--- config.mk ---
export PLATFORM = sky130hd
export DESIGN_NAME = dn_stream_loader
export DESIGN_NICKNAME = d
export VERILOG_FILES = /design/src/rtl/dn_stream_loader.sv
export SDC_FILE = /design/constraint.sdc
export NUM_CORES = 1
export LEC_CHECK = 0
export CAP_MARGIN = 40
export CORE_ASPECT_RATIO = 2
export CORE_MARGIN = 3
export CORE_UTILIZATION = 51
export DETAILED_ROUTE_END_ITERATION = 6
export GPL_TIMING_DRIVEN = 1
export PLACE_DENSITY = 0.76
export SKIP_CTS_REPAIR_TIMING = 1
export SYNTH_ARGS = -nofsm -noshare
export SYNTH_HDL_FRONTEND = slang
export SYNTH_SLANG_ARGS = --single-unit
--- constraint.sdc ---
create_clock -name clk_24 -period 2.2 [get_ports clk_24]
set_input_delay 0.44 -clock clk_24 [delete_from_list [all_inputs] [get_ports clk_24]]
set_output_delay 0.44 -clock clk_24 [all_outputs]
set_load 0.02 [all_outputs]
--- src/rtl/dn_stream_loader.sv ---
// ROM-upload transmitter: turns a framed byte stream into paced single-cycle ROM write strobes
// and verifies the frame's XOR checksum.
module dn_stream_loader #(
  parameter logic [7:0]  SYNC_BYTE = 8'hA5,
  parameter int unsigned WR_GAP    = 3,
  parameter logic [16:0] MAX_LEN   = 17'h1_0000
) (
  input  logic        clk_24,
  input  logic        reset_n,
  input  logic [7:0]  s_data,
  input  logic        s_valid,
  output logic        s_ready,
  output logic [16:0] dn_addr,
  output logic [7:0]  dn_data,
  output logic [7:0]  dn_index,
  output logic        dn_wr,
  output logic        downloading,
  output logic        done,
  output logic        err_len,
  output logic        err_csum
);

  typedef enum logic [2:0] {
    StIdle, StIndex, StLen0, StLen1, StLen2, StData, StCsum, StDone
  } state_e;

  state_e      state_q, state_d;
  logic [3:0]  gap_q, gap_d;
  logic [7:0]  csum_q, csum_d;
  logic [16:0] len_q, len_d;
  logic [16:0] offset_q, offset_d;
  logic [16:0] addr_q, addr_d;
  logic [7:0]  data_q, data_d;
  logic [7:0]  index_q, index_d;
  logic        wr_q, wr_d;
  logic        dl_q, dl_d;
  logic        done_q, done_d;
  logic        err_len_q, err_len_d;
  logic        err_csum_q, err_csum_d;

  logic        accept;
  logic [16:0] len_full;
  logic        len_bad;

  // Payload and checksum bytes wait for the post-write gap to drain.
  always_comb begin
    s_ready = 1'b1;
    unique case (state_q)
      StData, StCsum: s_ready = (gap_q == 4'd0);
      StDone:         s_ready = 1'b0;
      default:        s_ready = 1'b1;
    endcase
  end

  assign accept   = s_valid && s_ready;
  assign len_full = {s_data[0], len_q[15:0]};
  assign len_bad  = (s_data[7:1] != 7'd0) || (len_full > MAX_LEN);

  always_comb begin
    state_d    = state_q;
    gap_d      = (gap_q != 4'd0) ? gap_q - 4'd1 : 4'd0;
    csum_d     = csum_q;
    len_d      = len_q;
    offset_d   = offset_q;
    addr_d     = addr_q;
    data_d     = data_q;
    index_d    = index_q;
    wr_d       = 1'b0;
    dl_d       = dl_q;
    done_d     = 1'b0;
    err_len_d  = err_len_q;
    err_csum_d = err_csum_q;

    unique case (state_q)
      StIdle: begin
        if (accept && s_data == SYNC_BYTE) begin
          state_d    = StIndex;
          err_len_d  = 1'b0;
          err_csum_d = 1'b0;
          csum_d     = 8'd0;
        end
      end
      StIndex: begin
        if (accept) begin
          index_d = s_data;
          csum_d  = csum_q ^ s_data;
          dl_d    = 1'b1;
          state_d = StLen0;
        end
      end
      StLen0: begin
        if (accept) begin
          len_d[7:0] = s_data;
          csum_d     = csum_q ^ s_data;
          state_d    = StLen1;
        end
      end
      StLen1: begin
        if (accept) begin
          len_d[15:8] = s_data;
          csum_d      = csum_q ^ s_data;
          state_d     = StLen2;
        end
      end
      StLen2: begin
        if (accept) begin
          len_d    = len_full;
          csum_d   = csum_q ^ s_data;
          offset_d = 17'd0;
          if (len_bad) begin
            err_len_d = 1'b1;
            done_d    = 1'b1;
            dl_d      = 1'b0;
            state_d   = StIdle;
          end else if (len_full == 17'd0) begin
            state_d = StCsum;
          end else begin
            state_d = StData;
          end
        end
      end
      StData: begin
        if (accept) begin
          wr_d     = 1'b1;
          data_d   = s_data;
          addr_d   = offset_q;
          offset_d = offset_q + 17'd1;
          csum_d   = csum_q ^ s_data;
          gap_d    = 4'(WR_GAP);
          if (offset_q == len_q - 17'd1) state_d = StCsum;
        end
      end
      StCsum: begin
        if (accept) begin
          err_csum_d = (s_data != csum_q);
          done_d     = 1'b1;
          dl_d       = 1'b0;
          state_d    = StDone;
        end
      end
      StDone: begin
        state_d = StIdle;
      end
      default: state_d = StIdle;
    endcase
  end

  always_ff @(posedge clk_24 or negedge reset_n) begin
    if (!reset_n) begin
      state_q    <= StIdle;
      gap_q      <= 4'd0;
      csum_q     <= 8'd0;
      len_q      <= 17'd0;
      offset_q   <= 17'd0;
      addr_q     <= 17'd0;
      data_q     <= 8'd0;
      index_q    <= 8'd0;
      wr_q       <= 1'b0;
      dl_q       <= 1'b0;
      done_q     <= 1'b0;
      err_len_q  <= 1'b0;
      err_csum_q <= 1'b0;
    end else begin
      state_q    <= state_d;
      gap_q      <= gap_d;
      csum_q     <= csum_d;
      len_q      <= len_d;
      offset_q   <= offset_d;
      addr_q     <= addr_d;
      data_q     <= data_d;
      index_q    <= index_d;
      wr_q       <= wr_d;
      dl_q       <= dl_d;
      done_q     <= done_d;
      err_len_q  <= err_len_d;
      err_csum_q <= err_csum_d;
    end
  end

  assign dn_addr     = addr_q;
  assign dn_data     = data_q;
  assign dn_index    = index_q;
  assign dn_wr       = wr_q;
  assign downloading = dl_q;
  assign done        = done_q;
  assign err_len     = err_len_q;
  assign err_csum    = err_csum_q;

endmodule

Word-level counts from Yosys, hierarchy flattened
Index checks and enable logic that the tools add are counted.
Widths: inputs -> output; s select.
{"block": "op_classes", "n_addsub": 3, "order_cmp": 1, "n_eq_ne": 20, "n_mux": 40, "bitwise": 2, "n_reduce_logical": 26}
{"operator": "$pmux 8 s2", "count": 3}
{"operator": "$mux 17", "count": 2}
{"operator": "$pmux 17 s2", "count": 1}
{"operator": "$mux 3", "count": 9}
{"operator": "$mux 8", "count": 3}
{"operator": "$pmux 3 s8", "count": 1}
{"operator": "$ne 2x2->1 const B", "count": 9}
{"operator": "$add 17x1->17 const B", "count": 1}
{"operator": "$eq 17x17->1", "count": 1}
{"operator": "$gt 17x17->1 const B", "count": 1}
{"operator": "$logic_not 17->1", "count": 1}
{"operator": "$sub 17x1->17 const B", "count": 1}
{"operator": "$reduce_and 3->1", "count": 5}
{"operator": "$eq 3x3->1 const B", "count": 4}
{"operator": "$mux 1", "count": 12}
{"operator": "$mux 4", "count": 3}
{"operator": "$eq 8x8->1 const B", "count": 1}
{"operator": "$ne 8x8->1", "count": 1}
{"operator": "$pmux 1 s2", "count": 4}
{"operator": "$reduce_and 8->1", "count": 1}
{"operator": "$reduce_bool 2->1", "count": 4}
{"operator": "$xor 8x8->8", "count": 1}
{"operator": "$reduce_bool 7->1", "count": 1}
{"operator": "$eq 3x2->1 const B", "count": 2}
{"operator": "17 further kinds", "count": 20}
{"block": "totals", "ff_bits": 87, "inputBits": 11, "elab_cells": 107}

Logic depth before layout (Yosys ltp)
{"block": "depth", "ltp_word": 7, "mapped_depth": 9, "mapped_depth_nobuf": 8}

Least setup slack after synthesis
Ideal clock, no wire load.
{"block": "synth_path", "path_kind": "register to register", "from": "reg len_q[0]", "to": "reg state_q[0]", "setup_time_ns": 0.141, "arrival_time_ns": 2.187, "t_required_ns": 2.059, "path_slack_ns": -0.128, "path_stages_with_launch": 8, "path_buffers": 0, "synth_period_minus_slack_ns": 2.328, "cell_sequence": "dfrtp_1 > inv_1 > ha_1 > or4b_1 > nor3_2 > or4b_1 > a221oi_1 > a31oi_1"}
{"block": "synth_via", "elab_chain_len": 5, "elab_cells_between_ends": 11, "classes_between": "add/sub: 1; order compare: 1; eq/ne: 2; mux: 4; reduce/logical: 3"}
{"item": "start: declaration", "line_no": "30", "source": "logic [16:0] len_q, len_d;"}
{"item": "start signal: assignment", "line_no": "167", "source": "len_q <= len_d;"}
{"item": "branches (longest 5 deep; another with $sub 17x1->17)"}
{"item": "end signal: assignment", "line_no": "150", "source": "state_q <= StIdle;"}
{"item": "end signal: assignment", "line_no": "164", "source": "state_q <= state_d;"}
{"item": "end: declaration", "line_no": "27", "source": "state_e state_q, state_d;"}
Parallel ways; which one is timed is not known. The select of a mux whose other input is x is not followed.
A chain may end at the register's enable or synchronous reset.

Final worst setup path
{"block": "layout_path", "from": "in s_data[1]", "to": "reg state_q[1]"}
{"block": "layout_via", "elab_chain_len": 5, "elab_cells_between_ends": 9, "classes_between": "eq/ne: 2; mux: 3; reduce/logical: 4"}
{"item": "start: declaration", "line_no": "10", "source": "input logic [7:0] s_data,"}
{"item": "$reduce_bool 7->1", "line_no": "57", "source": "assign len_bad = (s_data[7:1] != 7'd0) || (len_full > MAX_LEN);"}
{"item": "$logic_or 1x1->1", "line_no": "57"}
{"item": "$mux 3", "line_no": "110", "source": "if (len_bad) begin"}
{"item": "$mux 3", "line_no": "106", "source": "if (accept) begin"}
{"item": "$pmux 3 s8", "line_no": "74", "source": "unique case (state_q)"}
Several ways; a longest one is shown, not always the timed one. The select of a mux whose other input is x is not followed.

==> flow_summary.yaml <==
finish:
  fillCellCount: 665
  nets: 598
  most-common-layout-cells: "nand2_1 (111), dfrtp_1 (87), buf_4 (65)"
  antenna_cells: 0
  drive_gt1_share_pct: 23.4
  layout_commonest_cell: "nand2_1"
  area_delta_synth_final_pct: 34.3
  multi_input_area_um2: 2320
  area.sequential_um2: 2180
timing:
  relSlewSlack_pct: 60.5
  maxSlewViolCount: 0
  skew_ns: 0.00610
  hold_viol: 0
  fmax_mhz: 420
  min_period_over_period_pct: 108
  fin_ws_ns: -0.184
  finalSetupViolCount: 2
  tightest_slew_ns: 0.583
  setup_tns_ns: -0.326
  rsz0062_at_grt: "true"
  finalCriticalPeriod_ns: 2.38
hold_path:
  min_path_type: "input port to asynchronous set/reset pin"
global_route:
  grt_pass1_wl_mm: 19.8
  antenna_found_initial: 0
  overflow: 0
  grt_usage_pct: 25.4
  grt_pass1_vias: 4119
  grt_max_degree: 88
outcome:
  status: "finished, violations left"
  violations: "design-rule violations, negative setup slack"
power:
  p_leak_nw: 2.74
  power_switching_mw: 2.82
  internal_power_mw: 4.92
  combPwrFrac_pct: 45.2
  powerDensity_nw_per_um2: 1280
  p_seq_share_pct: 31.6
  power.share.clock_pct: 23.2
  swShare_pct: 36.5
  ir_worst_vdd_mv: 0.854
  power_mw: 7.75
yosys:
  mappedNetlistArea_um2: 4520
  ys_seq_elements: 87
  synth_nets: 495
  ys_async_sr_fraction_pct: 100
  ys.flop_type: "dfrtp_1"
  yosysSeqAreaShare_pct: 48.1
  syn_inst: 481
  synth_cell_type_count: 61
  synth_edf_count: 0
  ys_warn_count: 0
  syn_area_per_cell_um2: 9.40
clock_tree:
  cts-root-buf: "clkbuf_16"
  cts.clk_slew.worst_paths_ns: 0.07
  clockBufferDepth: 2
  htree_levels: 3
  tritoncts: "yes"
  numCtsBuffers: 9
  clk_latency_ns: 0.35
  cts_sinks: 87
floorplanning:
  initial_core_util_pct: 52.3
  io_pins: 50
  rows: 48
  dieHeight_um: 139
  core_area_um2: 8650
  dieArea_um2: 10100
  die_w_um: 72.6
routing:
  first_pass_iters: 7
  vias_per_cell: 5.84
  wirelength_mm: 12.3
  drcViolationCount: 1
  antenna_left: 0
  wl_per_cell_um: 17.8
  drtIter0Drc: 278
  num_vias: 4022
critical_path:
  critical_path_required_ns: 2.48
  critPathKind: "input port to register"
  cp-end-kind: "register"
  cp.arrival_ns: 2.67
  crit_fanout: 2
  startpoint_type: "input port"
placement:
  portBuffers: 49
  gp_congestion: 0.901
  dp_hpwl_mm: 8.70
flow_run:
  cap_violations: 0
logic make-up after synthesis:
| family | after synthesis | synth area share (%) |
|---|---|---|
| compound gates | 92 | 13.3 |
| xor+xnor | 28 | 5.42 |
| fa+ha+maj | 4 | 1.05 |
| buf+inv | 37 | 3.24 |
| flops | 87 | 48.1 |
| mux | 24 | 5.87 |
| simple gates | 209 | 23.0 |
per-stage QoR:
| step | hold WS, ns | utilization (%) | setup slack, ns | cell area, um2 | cells |
|---|---|---|---|---|---|
| after floorplan | 0.144 | - | 0.0139 | 4540 | 481 |
| after global placement | 0.457 | 64.4 | -0.509 | 5570 | 668 |
| after detailed placement | 0.461 | 64.4 | -0.525 | 5570 | 668 |
| after CTS | 0.143 | 68.5 | -0.586 | 5920 | 684 |
| after global routing | 0.153 | 70.2 | -0.305 | 6070 | 689 |
| final | 0.101 | 70.2 | -0.184 | 6070 | 689 |
per-layer routing:
metal	routed length [um]	track usage (%)	share of wire, %	up-vias
li1	-	-	-	1892
met1	4370	25.9	36	1959
met2	6830	46.2	56	124
met3	418	5.08	3.4	47
met4	651	14.0	5.3	0
met5	0	0	0	-
worst paths after layout:
kind | from | endpoint | slack, ns | cells after the start
worst max register to register | len_q[0]$_DFFE_PN0P_ | state_q[1]$_DFFE_PN0P_ | -0.14 | 7
min in group clk_24 | dn_addr[9]$_DFFE_PN0P_ | dn_addr[9]$_DFFE_PN0P_ | 0.47 | 2
worst min-delay path | reset_n | dn_addr[3]$_DFFE_PN0P_ | 0.10 | 2
worst max-delay path | s_data[1] | state_q[1]$_DFFE_PN0P_ | -0.18 | 7
worst min register to register | dn_addr[9]$_DFFE_PN0P_ | dn_addr[9]$_DFFE_PN0P_ | 0.47 | 2
max in group asynchronous | reset_n | err_len$_DFFE_PN0P_ | 1.70 | 2
power groups by stage:
stage,registers (mW),logic [mW],clock network (mW)
after detailed placement,2.47,3.31,0
after global routing,2.51,3.81,1.89
after global placement,2.44,3.22,0
after CTS,2.45,3.33,1.82
after floorplan,2.66,1.69,0
final,2.45,3.50,1.80
worst max-delay path: stages:
cell	delay [ns]
clkdlybuf4s50_1	0.42
or4_4	0.57
or4_4	0.43
o41a_1	0.39
o21bai_2	0.14
and2_1	0.15
a31o_1	0.12
synthesized netlist by cell type, drive strengths merged, types with 4 or more instances:
library cell	instances	area, um2
nand3	11	55.1
nor4	5	37.5
or4	5	45.0
o211ai	6	45.0
o21ai	39	195
xor2	7	61.3
mux2	20	225
nor3	8	45.0
buf	5	26.3
nor2	15	56.3
nand2	113	427
o31ai	7	52.6
mux2i	4	40.0
nor2b	5	31.3
dfrtp	87	2180
nand2b	8	50.1
and3	9	56.3
xnor2	21	184
o2bb2ai	8	70.1
inv	11	41.3
nand4	10	77.6
a21oi	8	40.0
a31oi	5	31.3
clkbuf	21	78.8
flip-flops by register name, summed over array words and instances (netlist names), 3 cells and up:
signal    count
csum_q        8
dn_addr      17
len_q        17
offset_q     17
dn_index      8
dn_data       8
gap_q         4
state_q       3
area by class of cell:
class                      instances  area share, %
sequential                        87           35.9
clock inverter                     6           1.90
tap                              100           2.06
timing repair buffer             118           17.3
inverter                          11          0.763
clock buffer                      10           3.94
multi-input combinational        357           38.1
Power figures use the tool's default switching activity.
